[src/rtl/regfile_pkg.sv]
// regfile_pkg: shared widths, register count and writeback request type
package regfile_pkg;
    localparam int NREQ   = 3;
    localparam int DATA_W = 32;
    localparam int ADDR_W = 4;
    localparam int NREGS  = 16;

    typedef struct packed {
        logic [ADDR_W-1:0] addr;
        logic [DATA_W-1:0] data;
    } wb_req_t;

    function automatic logic [1:0] wrap3(input logic [2:0] v);
        return (v >= 3'd3) ? 2'(v - 3'd3) : v[1:0];
    endfunction
endpackage

[src/rtl/rr_arbiter3.sv]
// rr_arbiter3: three-way round-robin arbiter, search starts at ptr and wraps
module rr_arbiter3
    import regfile_pkg::*;
(
    input  logic            clk,
    input  logic            rst_n,
    input  logic [NREQ-1:0] req,
    input  logic            enable,
    output logic [NREQ-1:0] grant
);
    logic [1:0] ptr_q, ptr_d, idx;

    always_ff @(posedge clk or negedge rst_n) begin
        if (!rst_n) ptr_q <= '0;
        else        ptr_q <= ptr_d;
    end

    // Walk downward so the lowest offset from ptr wins the last assignment
    always_comb begin
        grant = '0;
        ptr_d = ptr_q;
        idx   = '0;
        if (enable && rst_n) begin
            for (int k = NREQ - 1; k >= 0; k--) begin
                idx = wrap3(3'(ptr_q) + 3'(k));
                if (req[idx]) begin
                    grant      = '0;
                    grant[idx] = 1'b1;
                    ptr_d      = wrap3(3'(idx) + 3'd1);
                end
            end
        end
    end
endmodule

[src/rtl/regfile_wb_arbiter.sv]
// regfile_wb_arbiter: arbitrates three writeback sources into a single
// registered output stage that drives the register-file write port.
module regfile_wb_arbiter
    import regfile_pkg::*;
(
    input  logic                        clk,
    input  logic                        rst_n,
    input  logic [NREQ-1:0]             req_valid,
    input  logic [NREQ-1:0][ADDR_W-1:0] req_addr,
    input  logic [NREQ-1:0][DATA_W-1:0] req_data,
    output logic [NREQ-1:0]             req_ready,
    input  logic                        wb_stall,
    input  logic                        flush,
    output logic [ADDR_W-1:0]           RD,
    output logic [DATA_W-1:0]           WD,
    output logic                        wr_enable,
    output logic [NREGS-1:0]            busy
);
    logic    out_valid_q, out_valid_d, can_accept, load;
    wb_req_t out_q, out_d, sel;

    assign can_accept = (~out_valid_q | ~wb_stall) & ~flush;

    rr_arbiter3 u_arb (
        .clk    (clk),
        .rst_n  (rst_n),
        .req    (req_valid),
        .enable (can_accept),
        .grant  (req_ready)
    );

    always_comb begin
        sel = '0;
        for (int i = 0; i < NREQ; i++)
            if (req_ready[i]) sel = '{addr: req_addr[i], data: req_data[i]};
    end

    // Writes to register 0 are consumed but never staged
    assign load      = |req_ready && sel.addr != '0;
    assign wr_enable = out_valid_q & ~wb_stall & ~flush;

    always_comb begin
        out_d       = load ? sel : out_q;
        out_valid_d = flush ? 1'b0 : load ? 1'b1 : wr_enable ? 1'b0 : out_valid_q;
    end

    always_ff @(posedge clk or negedge rst_n) begin
        if (!rst_n) begin
            out_valid_q <= 1'b0;
            out_q       <= '0;
        end else begin
            out_valid_q <= out_valid_d;
            out_q       <= out_d;
        end
    end

    assign RD   = out_q.addr;
    assign WD   = out_q.data;
    assign busy = out_valid_q ? ({{(NREGS-1){1'b0}}, 1'b1} << out_q.addr) : '0;
endmodule

[config.mk]
export PLATFORM = sky130hd
export DESIGN_NAME = regfile_wb_arbiter
export DESIGN_NICKNAME = d
export VERILOG_FILES = /design/src/rtl/regfile_pkg.sv /design/src/rtl/rr_arbiter3.sv /design/src/rtl/regfile_wb_arbiter.sv
export SDC_FILE = /design/constraint.sdc
export NUM_CORES = 1
export LEC_CHECK = 0
export ABC_AREA = 0
export CAP_MARGIN = 20
export CORE_MARGIN = 2
export CORE_UTILIZATION = 35
export CTS_CLUSTER_DIAMETER = 30
export DETAILED_ROUTE_END_ITERATION = 12
export GPL_ROUTABILITY_DRIVEN = 0
export HOLD_SLACK_MARGIN = 0.05
export PLACE_DENSITY_LB_ADDON = 0.2
export SLEW_MARGIN = 20
export SYNTH_ARGS = -nofsm -noshare
export SYNTH_HDL_FRONTEND = slang
export SYNTH_SLANG_ARGS = --single-unit
[constraint.sdc]
create_clock -name clk -period 8.6 [get_ports clk]
set_clock_uncertainty 0.15 [all_clocks]
set_input_delay 0.86 -clock clk [delete_from_list [all_inputs] [get_ports clk]]
set_output_delay 0.86 -clock clk [all_outputs]
set_load 0.01 [all_outputs]
# After elaboration in Yosys (flattened, before gate mapping)
# Cells that the tools add are included.
totals:
  register_bits: 39
  in_bits: 115
  wordCells: 77
classes:
  n_lt_le_gt_ge: 12
  shifts: 1
  muxes: 32
  reduce_logical: 10
  bitwise_logic: 7
  add_sub_neg: 11
ops:
  columns: ["operator", "n"]
  rows:
  - ["$mux W36", 3]
  - ["$mux W2", 9]
  - ["$mux W16", 1]
  - ["$shl A1 B4 Y16 const A", 1]
  - ["$ge A3 B2 Y1 const B", 5]
  - ["$add A2 B1 Y3 const B", 4]
  - ["$mux W3", 4]
  - ["$sub A2 B2 Y2 const B", 6]
  - ["$lt A2 B3 Y1 const B", 3]
  - ["$mux W1", 9]
  - ["$bmux W1 S2", 3]
  - ["$demux W1 S2", 3]
  - ["$ge A2 B1 Y1 const B", 3]
  - ["$reduce_bool A3 Y1", 2]
  - ["$logic_and A1 B1 Y1", 5]
  - ["$reduce_bool A4 Y1", 1]
  - ["$add A2 B2 Y3 const B", 1]
  - ["$and A1 B1 Y1", 3]
  - ["$not A1 Y1", 3]
  - ["$reduce_or A3 Y1", 1]
  - ["$ge A2 B2 Y1 const B", 1]
  - ["$reduce_and A2 Y1", 1]
  - ["$or A1 B1 Y1", 1]

# Depth between registers and ports, before layout
depth:
  word_depth: 18
  ltp_mapped: 13

# Hierarchy
# From an unflattened synthesis, not the netlist that was laid out.
hier_totals:
  cells_unflattened: 293
  hier_area_um2: 2797.7
by_module_without_submodules:
  columns: ["mod", "area_per_inst_um2", "instances", "cells_each", "seq_area_each_um2"]
  rows:
  - ["regfile_wb_arbiter", 2373.5, 1, 240, 925.9]
  - ["rr_arbiter3", 424.2, 1, 53, 50.0]

# Worst setup path before layout
# No wires, ideal clock.
synth_path:
  path_type: "input-to-output"
  start: "in req_valid[1]"
  end: "out req_ready[1]"
  slack_ns: 5.347
  cell_stages: 7
  n_path_buf: 2
  arrival_time_ns: 2.243
  cell_sequence: "clkbuf_1 mux2i_1 o21ai_0 a311o_1 nand3_2 inv_4 clkbuf_1"
synth_via:
  elab_chain_len: 6
  elab_cells_between_ends: 10
synth_rtl:
  columns: ["element", "line", "text"]
  rows:
  - ["from (decl)", "regfile_wb_arbiter.sv:8", "input logic [NREQ-1:0] req_valid,"]
  - ["$bmux W1 S2", "rr_arbiter3.sv:26", "if (req[idx]) begin"]
  - ["$mux W1 (not written as such)", "rr_arbiter3.sv:26", null]
  - ["$mux W3 (2 in series)", "rr_arbiter3.sv:26", null]
  - ["$mux W3 (*)", "rr_arbiter3.sv:26", null]
  - ["$mux W3 (*)", "rr_arbiter3.sv:23", "if (enable && rst_n) begin"]
  - ["to (decl)", "regfile_wb_arbiter.sv:11", "output logic [NREQ-1:0] req_ready,"]
# Every way passes the cells marked *; elsewhere a longest branch is shown, timed or not. The select of a mux whose other input is x is not followed.

# Final worst setup path
# Ends and elaborated chain as after synthesis.

==> out/qor.yml <==
die_h_um: 95.23
yosysSeqAreaShare: 0.3351
ant_nets: 0
path_common_cell: "clkdlybuf4s50_1"
synth_area_leaders: "dfrtp_1 34%, mux2_4 15%, a31oi_1 6.9%"
period_minus_slack_ps: 5285
drive_gt1_frac: 0.1143
final-setup-viol-count: 0
yosysTopAreaCell: "dfrtp_1"
clockRootBuffer: "clkbuf_8"
first_pass_iters: 4
dp_cells: 587
synth_flop_cell: "dfrtp_1"
clk_latency_ps: 290
grt_overflow: 0
area_growth_pct: 62.03
dieArea_um2: 9068
synth-edff-count: 0
clk_pin_slew_ps: 80
stdcell_count: 595
synth_seq_cells: 39
routedWlPerCell_um: 15.09
grt_pass1_wl_um: 13790
synth.avg_cell_area_um2: 8.669
yosys_warnings: 0
rows: 33
leakage_uw: 0.001922
start_util: 0.3581
netlist_instances: 336
pin_count: 171
tightest_slew_ps: 845.0
path_max_fanout: 37
synth_fp_nets: 455
post_cts_buffers: 0
holdBufCountCts: 0
vias_per_cell: 5.146
drc: 0
synthArstFlopShare: 1.000
rsz0062_at_grt: "false"
tritoncts: "yes"
die_w_um: 95.23
crit_family: "buffers and inverters"
hp-class: "reg2reg"
finalHoldViolCount: 0
regToRegSetupSlack_ps: 3900
crit_slowest_cell: "inv_4"
antenna_found_initial: 0
ys_types: 45
core_area_um2: 8134
io_buffers: 170
slowest_delay_ps: 640
htreeDepth: 2
numCtsBuffers: 5
post-route-period-util: 0.6146
fin_nets: 608
p_total_uw: 1265
crit_type: "in2out"
post-dp-hpwl_um: 6730
max_clock_freq_mhz: 189.2
final_common_cell: "clkdlybuf4s50_1"
drtIter0Drc: 102
finalMaxSlewViolations: 0
cp_num_buf_inv: 3
crit_arrival_ps: 4280
status: "complete, no violations"
syn_area_um2: 2913
crit_path_end_kind: "primary output"
crit_chain: "clkdlybuf4s50_1, mux2_1, mux2i_1, a311o_1, nand3_2, inv_4, clkdlybuf4s50_1"
via_count: 3062
startpoint_type: "input port"
n_antenna_cell: 0
max-vdd-ir-drop_uv: 173.5
final_cell_mix: "169 x clkdlybuf4s50_1, 47 x nand2_1, 41 x nor2_1, 39 x dfrtp_1, 35 x nand3_1"
p_per_area_nw_per_um2: 267.9
synth.top_cell.area_share: 0.3351
grt_max_degree: 41
first_global_vias: 2900
cp.required_ps: 7590
wl_um: 8980
clk_path_buf_depth: 2
fill_cells: 756
tns_ps: 0
max_cap_viol_count: 0
slew_headroom: 0.4356
cts_resized: 0
grt_usage: 0.1937
clock-sinks: 39
## registers in the layout, summed over array words and instances (netlist names)
name and cells:
RD 4, WD 32, out_valid_q 1, u_arb.ptr_q 2
## synth_stat cells, types with 2 or more instances
| cell | n |
|---|---|
| a21o_1 | 2 |
| a31oi_1 | 32 |
| dfrtp_1 | 39 |
| nand2_1 | 47 |
| buf_2 | 4 |
| o21ai_0 | 5 |
| mux2_4 | 30 |
| a21oi_1 | 6 |
| nand3_1 | 35 |
| clkbuf_1 | 19 |
| nand4_1 | 8 |
| mux2i_1 | 5 |
| ha_1 | 4 |
| a21oi_2 | 4 |
| nor2_1 | 41 |
| nor2b_1 | 3 |
| o2bb2ai_2 | 4 |
| nor3_1 | 8 |
| inv_1 | 4 |
| nor4_1 | 2 |
| buf_6 | 3 |
| nand2b_1 | 5 |
| a211oi_1 | 2 |
| mux2_1 | 3 |
## layer usage
metal | share of wire | global-route usage
met5 | 0 | 0
met4 | 0.031 | 0.07246
met1 | 0.39 | 0.2202
met3 | 0.083 | 0.05296
met2 | 0.50 | 0.3445
## stage by stage
stage / utilization / hold WS [ps] / area [um2] / worst slack (ps)
final: 0.5802 / 350.1 / 4720 / 3315
after global routing: 0.5802 / 374.0 / 4720 / 3065
after CTS: 0.5802 / 357.1 / 4720 / 3338
after detailed placement: 0.5698 / 338.7 / 4634 / 3348
after global placement: 0.5698 / 321.2 / 4634 / 3432
after floorplan: - / 351.6 / 2913 / 5347
## final cells by class
cell class / count / area (um2) / share of cell area
Sequential cell: 39 / 975.9 / 0.2068
Multi-Input combinational cell: 264 / 1783 / 0.3778
Tap cell: 105 / 131.4 / 0.02784
Timing Repair Buffer: 173 / 1719 / 0.3643
Inverter: 6 / 25.02 / 0.005302
Clock buffer: 6 / 72.57 / 0.01538
Clock inverter: 2 / 12.51 / 0.002651
## final timing paths
path / from / to / cells after the start
worst min register to register: WD[16] / WD[16] / 1
max in group asynchronous: rst_n / WD[1] / 2
worst max register to register: u_arb.ptr_q[0] / WD[15] / 12
worst min-delay path: WD[16] / WD[16] / 1
min in group asynchronous: rst_n / WD[24] / 2
worst max-delay path: req_valid[1] / req_ready[1] / 7
## report_power, final
group / internal [uW] / switching [uW]
logic: 449 / 400
registers: 241 / 49.6
clock network: 56.8 / 68.7
total: 747 / 518
## cell families (layout without fill, tap and decap cells)
group | Yosys count | in the layout | synth area share
compound gates | 64 | 64 | 0.1568
fa+ha+maj | 4 | 4 | 0.01718
buf+inv | 33 | 187 | 0.05283
flops | 39 | 39 | 0.3351
mux | 38 | 38 | 0.1834
simple gates | 158 | 158 | 0.2547
No activity file was read; power rests on OpenSTA's default activity.
